$ cat config.mk
export PLATFORM = sky130hd
export DESIGN_NAME = branch_predictor_flat
export DESIGN_NICKNAME = d
export VERILOG_FILES = /design/src/rtl/bp_pkg.sv /design/src/rtl/branch_predictor_if.sv /design/src/rtl/branch_predictor_sat_counter2.sv /design/src/rtl/branch_predictor.sv /design/src/flat_wrapper.sv
export SDC_FILE = /design/constraint.sdc
export NUM_CORES = 2
export LEC_CHECK = 0
export ABC_CLOCK_PERIOD_IN_PS = 37900
export CELL_PAD_IN_SITES_DETAIL_PLACEMENT = 1
export CELL_PAD_IN_SITES_GLOBAL_PLACEMENT = 2
export CORE_MARGIN = 3
export CORE_UTILIZATION = 40
export CTS_BUF_LIST = sky130_fd_sc_hd__clkbuf_8
export DETAILED_ROUTE_END_ITERATION = 7
export GPL_TIMING_DRIVEN = 0
export PLACE_DENSITY_LB_ADDON = 0.1
export SLEW_MARGIN = 5
export SYNTH_ARGS = -nofsm -noshare
export SYNTH_HDL_FRONTEND = slang
export SYNTH_SLANG_ARGS = --single-unit
$ cat constraint.sdc
create_clock -name clk -period 37.9 [get_ports clk]
set_clock_uncertainty 0.1 [all_clocks]
set_input_delay 7.58 -clock clk [delete_from_list [all_inputs] [get_ports clk]]
set_output_delay 7.58 -clock clk [all_outputs]
set_load 0.1 [all_outputs]
$ cat src/rtl/bp_pkg.sv
// Shared constants for the branch predictor and the EX branch unit.
// Holds the 2-bit counter encodings, the counter value loaded on reset,
// and the conditional-branch opcodes that the predictor is trained on.
package bp_pkg;

  typedef enum logic [1:0] {
    CTR_SNT = 2'd0,  // strongly not-taken
    CTR_WNT = 2'd1,  // weakly not-taken
    CTR_WT  = 2'd2,  // weakly taken
    CTR_ST  = 2'd3   // strongly taken
  } ctr_e;

  localparam ctr_e CTR_RESET = CTR_WNT;

  localparam logic [5:0] OP_BEQ    = 6'h04;
  localparam logic [5:0] OP_BNE    = 6'h05;
  localparam logic [5:0] OP_BLEZ   = 6'h06;
  localparam logic [5:0] OP_BGTZ   = 6'h07;
  localparam logic [5:0] OP_REGIMM = 6'h01;  // bltz

endpackage

$ cat src/rtl/branch_predictor_if.sv
// Bundle between the pipeline and the branch predictor.
//   master : pipeline side; drives the fetch PC and the EX resolution,
//            consumes the prediction, the flush/redirect and the statistics.
//   slave  : predictor side.
interface branch_predictor_if;

  logic [31:0] IF_PC;
  logic        pred_taken;
  logic [31:0] pred_target;

  logic        EX_valid;
  logic [31:0] EX_PC;
  logic        EX_taken;
  logic [31:0] EX_target;
  logic        EX_pred_taken;
  logic [31:0] EX_pred_target;

  logic        mispredict;
  logic [31:0] redirect_PC;
  logic [31:0] branch_count;
  logic [31:0] mispredict_count;

  modport master (
    output IF_PC, EX_valid, EX_PC, EX_taken, EX_target, EX_pred_taken, EX_pred_target,
    input  pred_taken, pred_target, mispredict, redirect_PC, branch_count, mispredict_count
  );

  modport slave (
    input  IF_PC, EX_valid, EX_PC, EX_taken, EX_target, EX_pred_taken, EX_pred_target,
    output pred_taken, pred_target, mispredict, redirect_PC, branch_count, mispredict_count
  );

endinterface

$ cat src/rtl/branch_predictor_sat_counter2.sv
// Next-state of a 2-bit saturating counter.
//   ctr      : current counter value
//   taken    : resolved outcome; counts up when taken, down otherwise
//   ctr_next : updated value, held at CTR_ST / CTR_SNT at the ends
module sat_counter2
  import bp_pkg::*;
(
  input  logic [1:0] ctr,
  input  logic       taken,
  output logic [1:0] ctr_next
);

  always_comb begin
    ctr_next = ctr;
    if (taken) begin
      if (ctr != CTR_ST) ctr_next = ctr + 2'd1;
    end else begin
      if (ctr != CTR_SNT) ctr_next = ctr - 2'd1;
    end
  end

endmodule

$ cat src/rtl/branch_predictor.sv
// Direct-mapped branch target buffer with 2-bit saturating counters.
// Predicts the next PC for the fetch stage from the registered table,
// trains on branches resolving in EX, and raises the flush/redirect when
// the carried prediction disagrees with the resolved outcome.
//   clk   : clock
//   reset : asynchronous, active-high; clears the table and statistics
//   bp    : slave side of branch_predictor_if (fetch lookup, EX resolution,
//           mispredict/redirect, branch and mispredict counts)
module branch_predictor
  import bp_pkg::*;
#(
  parameter int IDX_BITS = 4
) (
  input  logic               clk,
  input  logic               reset,
  branch_predictor_if.slave  bp
);

  localparam int ENTRIES = 1 << IDX_BITS;
  localparam int TAG_W   = 30 - IDX_BITS;

  // Plain register arrays: the async clear and combinational read rule out RAM.
  logic              valid_q  [ENTRIES];
  logic [TAG_W-1:0]  tag_q    [ENTRIES];
  logic [31:0]       target_q [ENTRIES];
  logic [1:0]        ctr_q    [ENTRIES];

  logic [31:0] branch_count_q;
  logic [31:0] mispredict_count_q;

  logic [IDX_BITS-1:0] if_idx, ex_idx;
  logic [TAG_W-1:0]    if_tag, ex_tag;
  logic                if_hit, ex_hit;
  logic [1:0]          ex_ctr_next;
  logic                mispredict;

  assign if_idx = bp.IF_PC[IDX_BITS+1:2];
  assign if_tag = bp.IF_PC[31:IDX_BITS+2];
  assign ex_idx = bp.EX_PC[IDX_BITS+1:2];
  assign ex_tag = bp.EX_PC[31:IDX_BITS+2];

  assign if_hit = valid_q[if_idx] && (tag_q[if_idx] == if_tag);
  assign ex_hit = valid_q[ex_idx] && (tag_q[ex_idx] == ex_tag);

  assign bp.pred_taken  = if_hit && ctr_q[if_idx][1];
  assign bp.pred_target = bp.pred_taken ? target_q[if_idx] : 32'h0;

  // A taken branch is also wrong if it was predicted to the wrong target.
  assign mispredict = bp.EX_valid &&
                      ((bp.EX_taken != bp.EX_pred_taken) ||
                       (bp.EX_taken && (bp.EX_target != bp.EX_pred_target)));

  assign bp.mispredict  = mispredict;
  assign bp.redirect_PC = !mispredict ? 32'h0 :
                          bp.EX_taken ? bp.EX_target : bp.EX_PC + 32'd4;

  assign bp.branch_count     = branch_count_q;
  assign bp.mispredict_count = mispredict_count_q;

  sat_counter2 u_ctr (
    .ctr      (ctr_q[ex_idx]),
    .taken    (bp.EX_taken),
    .ctr_next (ex_ctr_next)
  );

  always_ff @(posedge clk or posedge reset) begin
    if (reset) begin
      for (int i = 0; i < ENTRIES; i++) begin
        valid_q[i]  <= 1'b0;
        tag_q[i]    <= '0;
        target_q[i] <= '0;
        ctr_q[i]    <= CTR_RESET;
      end
      branch_count_q     <= '0;
      mispredict_count_q <= '0;
    end else begin
      if (bp.EX_valid) begin
        branch_count_q <= branch_count_q + 32'd1;
        if (ex_hit) begin
          ctr_q[ex_idx] <= ex_ctr_next;
          if (bp.EX_taken) target_q[ex_idx] <= bp.EX_target;
        end else if (bp.EX_taken) begin
          // Allocation evicts whatever aliased branch held this slot.
          valid_q[ex_idx]  <= 1'b1;
          tag_q[ex_idx]    <= ex_tag;
          target_q[ex_idx] <= bp.EX_target;
          ctr_q[ex_idx]    <= CTR_WT;
        end
      end
      if (mispredict) mispredict_count_q <= mispredict_count_q + 32'd1;
    end
  end

endmodule

$ cat src/flat_wrapper.sv
// flat-port wrapper written by rule: the top's interface ports become plain ports
module branch_predictor_flat import bp_pkg::*;
#(
  parameter int IDX_BITS = 4
)
  (clk, reset, bp_IF_PC, bp_EX_valid, bp_EX_PC, bp_EX_taken, bp_EX_target, bp_EX_pred_taken, bp_EX_pred_target, bp_pred_taken, bp_pred_target, bp_mispredict, bp_redirect_PC, bp_branch_count, bp_mispredict_count);
  branch_predictor_if bp_i ();
  input  logic clk;
  input  logic reset;
  input wire logic [$bits(bp_i.IF_PC)-1:0] bp_IF_PC;
  input wire logic [$bits(bp_i.EX_valid)-1:0] bp_EX_valid;
  input wire logic [$bits(bp_i.EX_PC)-1:0] bp_EX_PC;
  input wire logic [$bits(bp_i.EX_taken)-1:0] bp_EX_taken;
  input wire logic [$bits(bp_i.EX_target)-1:0] bp_EX_target;
  input wire logic [$bits(bp_i.EX_pred_taken)-1:0] bp_EX_pred_taken;
  input wire logic [$bits(bp_i.EX_pred_target)-1:0] bp_EX_pred_target;
  output wire logic [$bits(bp_i.pred_taken)-1:0] bp_pred_taken;
  output wire logic [$bits(bp_i.pred_target)-1:0] bp_pred_target;
  output wire logic [$bits(bp_i.mispredict)-1:0] bp_mispredict;
  output wire logic [$bits(bp_i.redirect_PC)-1:0] bp_redirect_PC;
  output wire logic [$bits(bp_i.branch_count)-1:0] bp_branch_count;
  output wire logic [$bits(bp_i.mispredict_count)-1:0] bp_mispredict_count;
  assign bp_i.IF_PC = bp_IF_PC;
  assign bp_i.EX_valid = bp_EX_valid;
  assign bp_i.EX_PC = bp_EX_PC;
  assign bp_i.EX_taken = bp_EX_taken;
  assign bp_i.EX_target = bp_EX_target;
  assign bp_i.EX_pred_taken = bp_EX_pred_taken;
  assign bp_i.EX_pred_target = bp_EX_pred_target;
  assign bp_pred_taken = bp_i.pred_taken;
  assign bp_pred_target = bp_i.pred_target;
  assign bp_mispredict = bp_i.mispredict;
  assign bp_redirect_PC = bp_i.redirect_PC;
  assign bp_branch_count = bp_i.branch_count;
  assign bp_mispredict_count = bp_i.mispredict_count;
  branch_predictor #(.IDX_BITS(IDX_BITS)) u_core (.clk(clk), .reset(reset), .bp(bp_i));
endmodule
==> impl_metrics.ini <==
[outcome]
outcome = complete, but fails checks
violations = capacitance limit, slew limit

[clock_network]
root_buffer = clkbuf_8
cts_made_buffers = 190
cts_hold_buf = 0
cts_max_level = 4
path_clk_slew_ps = 60
clockBufferDepth = 3
clock-sinks = 1040
clock_latency_ps = 920
cts_resized = 0
tritoncts = done
cts_setup_buffers = 0

[global_routing]
grt_pass1_vias = 37200
grt_max_degree = 118
grt_pass1_wl_um = 283000
grtUsageTotal = 0.283
antenna_found_initial = 7
gr-total-overflow = 0

[power]
p_total_mw = 3.26
pwr-share-comb = 0.228
p_int_mw = 2.26
p_sw_frac = 0.305
p_seq_frac = 0.445
vdd_drop_max_v = 0.0000354
p_leak_nw = 27.8
clkPwrFrac = 0.327
power-per-cell-area_nw_per_um2 = 51.9
switchingPower_mw = 0.994

[yosys]
yosysWarnings = 0
syn_nets = 3759
yosysUniqueCellTypes = 82
synth_seq_cells = 1040
avgSynthCellArea_um2 = 15.0
synth_edf_count = 0
syn_area_um2 = 54300
ys_seq_area_frac = 0.480
synthArstFlopShare = 1.00
ys.flop_type = dfrtp_1
synthCells = 3620

[sta]
worst_pin_slew_ps = 1510
slew_headroom = -0.00975
fmax_mhz = 45.6
min_period_ps = 21940
rsz0062_at_grt = false
setup-violations-final = 0
slew_viol_final = 21
setup_tns_ps = 0
post-route-period-util = 0.579
finalHoldViolations = 0

[setup_path]
cp.arrival_ps = 14260
cp.required_ps = 30220
worstPathMaxFanout = 10
path_class = in -> out
crit_path_end_kind = output port
critPathLaunchType = primary input

[layout]
layout_commonest_cell = dfrtp_1
postLayoutCoreUtil = 0.468
num-nets-final = 4185
drive_gt1_frac = 0.413
final_cell_mix = dfrtp_1 (1,024), mux2_2 (769), mux4_2 (362)
area_delta_synth_final_pct = 15.6

[drt]
num_vias = 35500
ant_nets = 0
drt_iter0_drc = 2935
dr.pass1.iters = 5
drc_errors = 0
wire_per_inst_um = 33.5
via_per_inst = 5.97
wl_um = 199000

[floorplan]
die_area_um2 = 140000
start_util = 0.405
die-width_um = 374
rows = 134
fp.dieH_um = 374
coreArea_um2 = 134000
io_pins = 263

[placement]
port_buffers = 221
dp_hpwl_um = 140000
place_congestion = 0.907

[min_path]
min_path_type = reg -> reg

[flow_run]
drv_cap = 3
synth_stat cells (19+ instances only):
cell type	n	area share
nor2b_1	54	0.0062
mux2i_1	65	0.012
dfrtp_1	1024	0.47
mux4_1	25	0.012
a21oi_1	35	0.0032
buf_4	23	0.0032
inv_1	39	0.0027
xor2_1	60	0.0097
mux4_2	362	0.15
buf_2	19	0.0018
nand4_1	37	0.0043
clkbuf_1	189	0.013
buf_12	25	0.0092
nand2_1	74	0.0051
a221oi_1	24	0.0039
buf_1	67	0.0046
mux2_2	769	0.16
xnor2_1	110	0.018
nand3_1	53	0.0049
nand2b_1	27	0.0031
nor2_1	118	0.0082
mux2_4	171	0.047
metal layers:
metal | vias to the layer above | wire [um] | track usage
li1 | 14400 | - | -
met5 | - | 25 | 0
met4 | 4 | 5750 | 0.0840
met2 | 1234 | 88100 | 0.421
met1 | 19500 | 91900 | 0.415
met3 | 292 | 13300 | 0.0624
through the flow:
stage	worst slack [ps]	std cells	hold slack, ps	instance area, um^2
after floorplan	976	3620	351	54300
after global placement	-13830	5609	364	58700
after detailed placement	16150	5621	373	59000
after CTS	16120	5945	381	62700
after global routing	15890	5947	385	62700
final	15960	5947	381	62700
registers in the layout (all words and copies together) (netlist names):
register,flops
u_core.ctr_q,32
u_core.target_q,512
u_core.bp.branch_count,32
u_core.bp.mispredict_count,32
u_core.tag_q,416
u_core.valid_q,16
final cells by class:
cell class	count	area, um^2
clock inverter	89	469
fill	13300	71400
inverter	39	154
antenna	1	2.50
sequential	1040	26000
buffer	347	2030
multi-input combinational	2194	26100
tap	1768	2210
timing repair buffer	234	2520
clock buffer	235	3230
worst paths after layout:
check | from | endpoint | slack, ps | depth (start not counted)
min reg2reg | u_core.bp.mispredict_count[31] | u_core.bp.mispredict_count[31] | 380 | 1
min | u_core.bp.mispredict_count[31] | u_core.bp.mispredict_count[31] | 380 | 1
max reg2reg | u_core.tag_q[224] | u_core.tag_q[376] | 33300 | 10
min in group asynchronous | reset | u_core.tag_q[301] | 7130 | 2
max in group asynchronous | reset | u_core.tag_q[186] | 28550 | 5
max | bp_EX_PC[3] | bp_redirect_PC[25] | 15960 | 12
power by group through the flow:
stage          combinational (mW)  clock (mW)  sequential (mW)
6_report                    0.743        1.07             1.45
5_1_grt                     0.782        1.15             1.47
3_3_place_gp                0.726           0             1.46
4_1_cts                     0.745        1.10             1.44
2_1_floorplan               0.495           0             1.47
3_5_place_dp                0.743           0             1.46
critical path: stages:
cell	delay (ps)
clkdlybuf4s50_1	640
buf_2	420
and2_1	180
clkbuf_1	440
buf_1	910
nand3_1	500
nor3_1	770
nand4_1	220
xor2_1	210
o21ai_0	950
and2_1	260
clkdlybuf4s50_1	1150
logic make-up (layout without fill, tap and decap cells):
| logic type | count (synthesis) | in the layout | share of synthesized area |
|---|---|---|---|
| muxes | 1392 | 1392 | 0.381 |
| DFF | 1040 | 1040 | 0.480 |
| buffers and inverters | 386 | 944 | 0.0397 |
| AOI/OAI and AO/OA | 158 | 158 | 0.0233 |
| other | 0 | 1 | 0 |
| xor gates and xnor gates | 170 | 170 | 0.0274 |
| adders and majority gates | 7 | 7 | 0.00157 |
| and+or+nand+nor | 467 | 467 | 0.0468 |
Power figures use the tool's default switching activity.
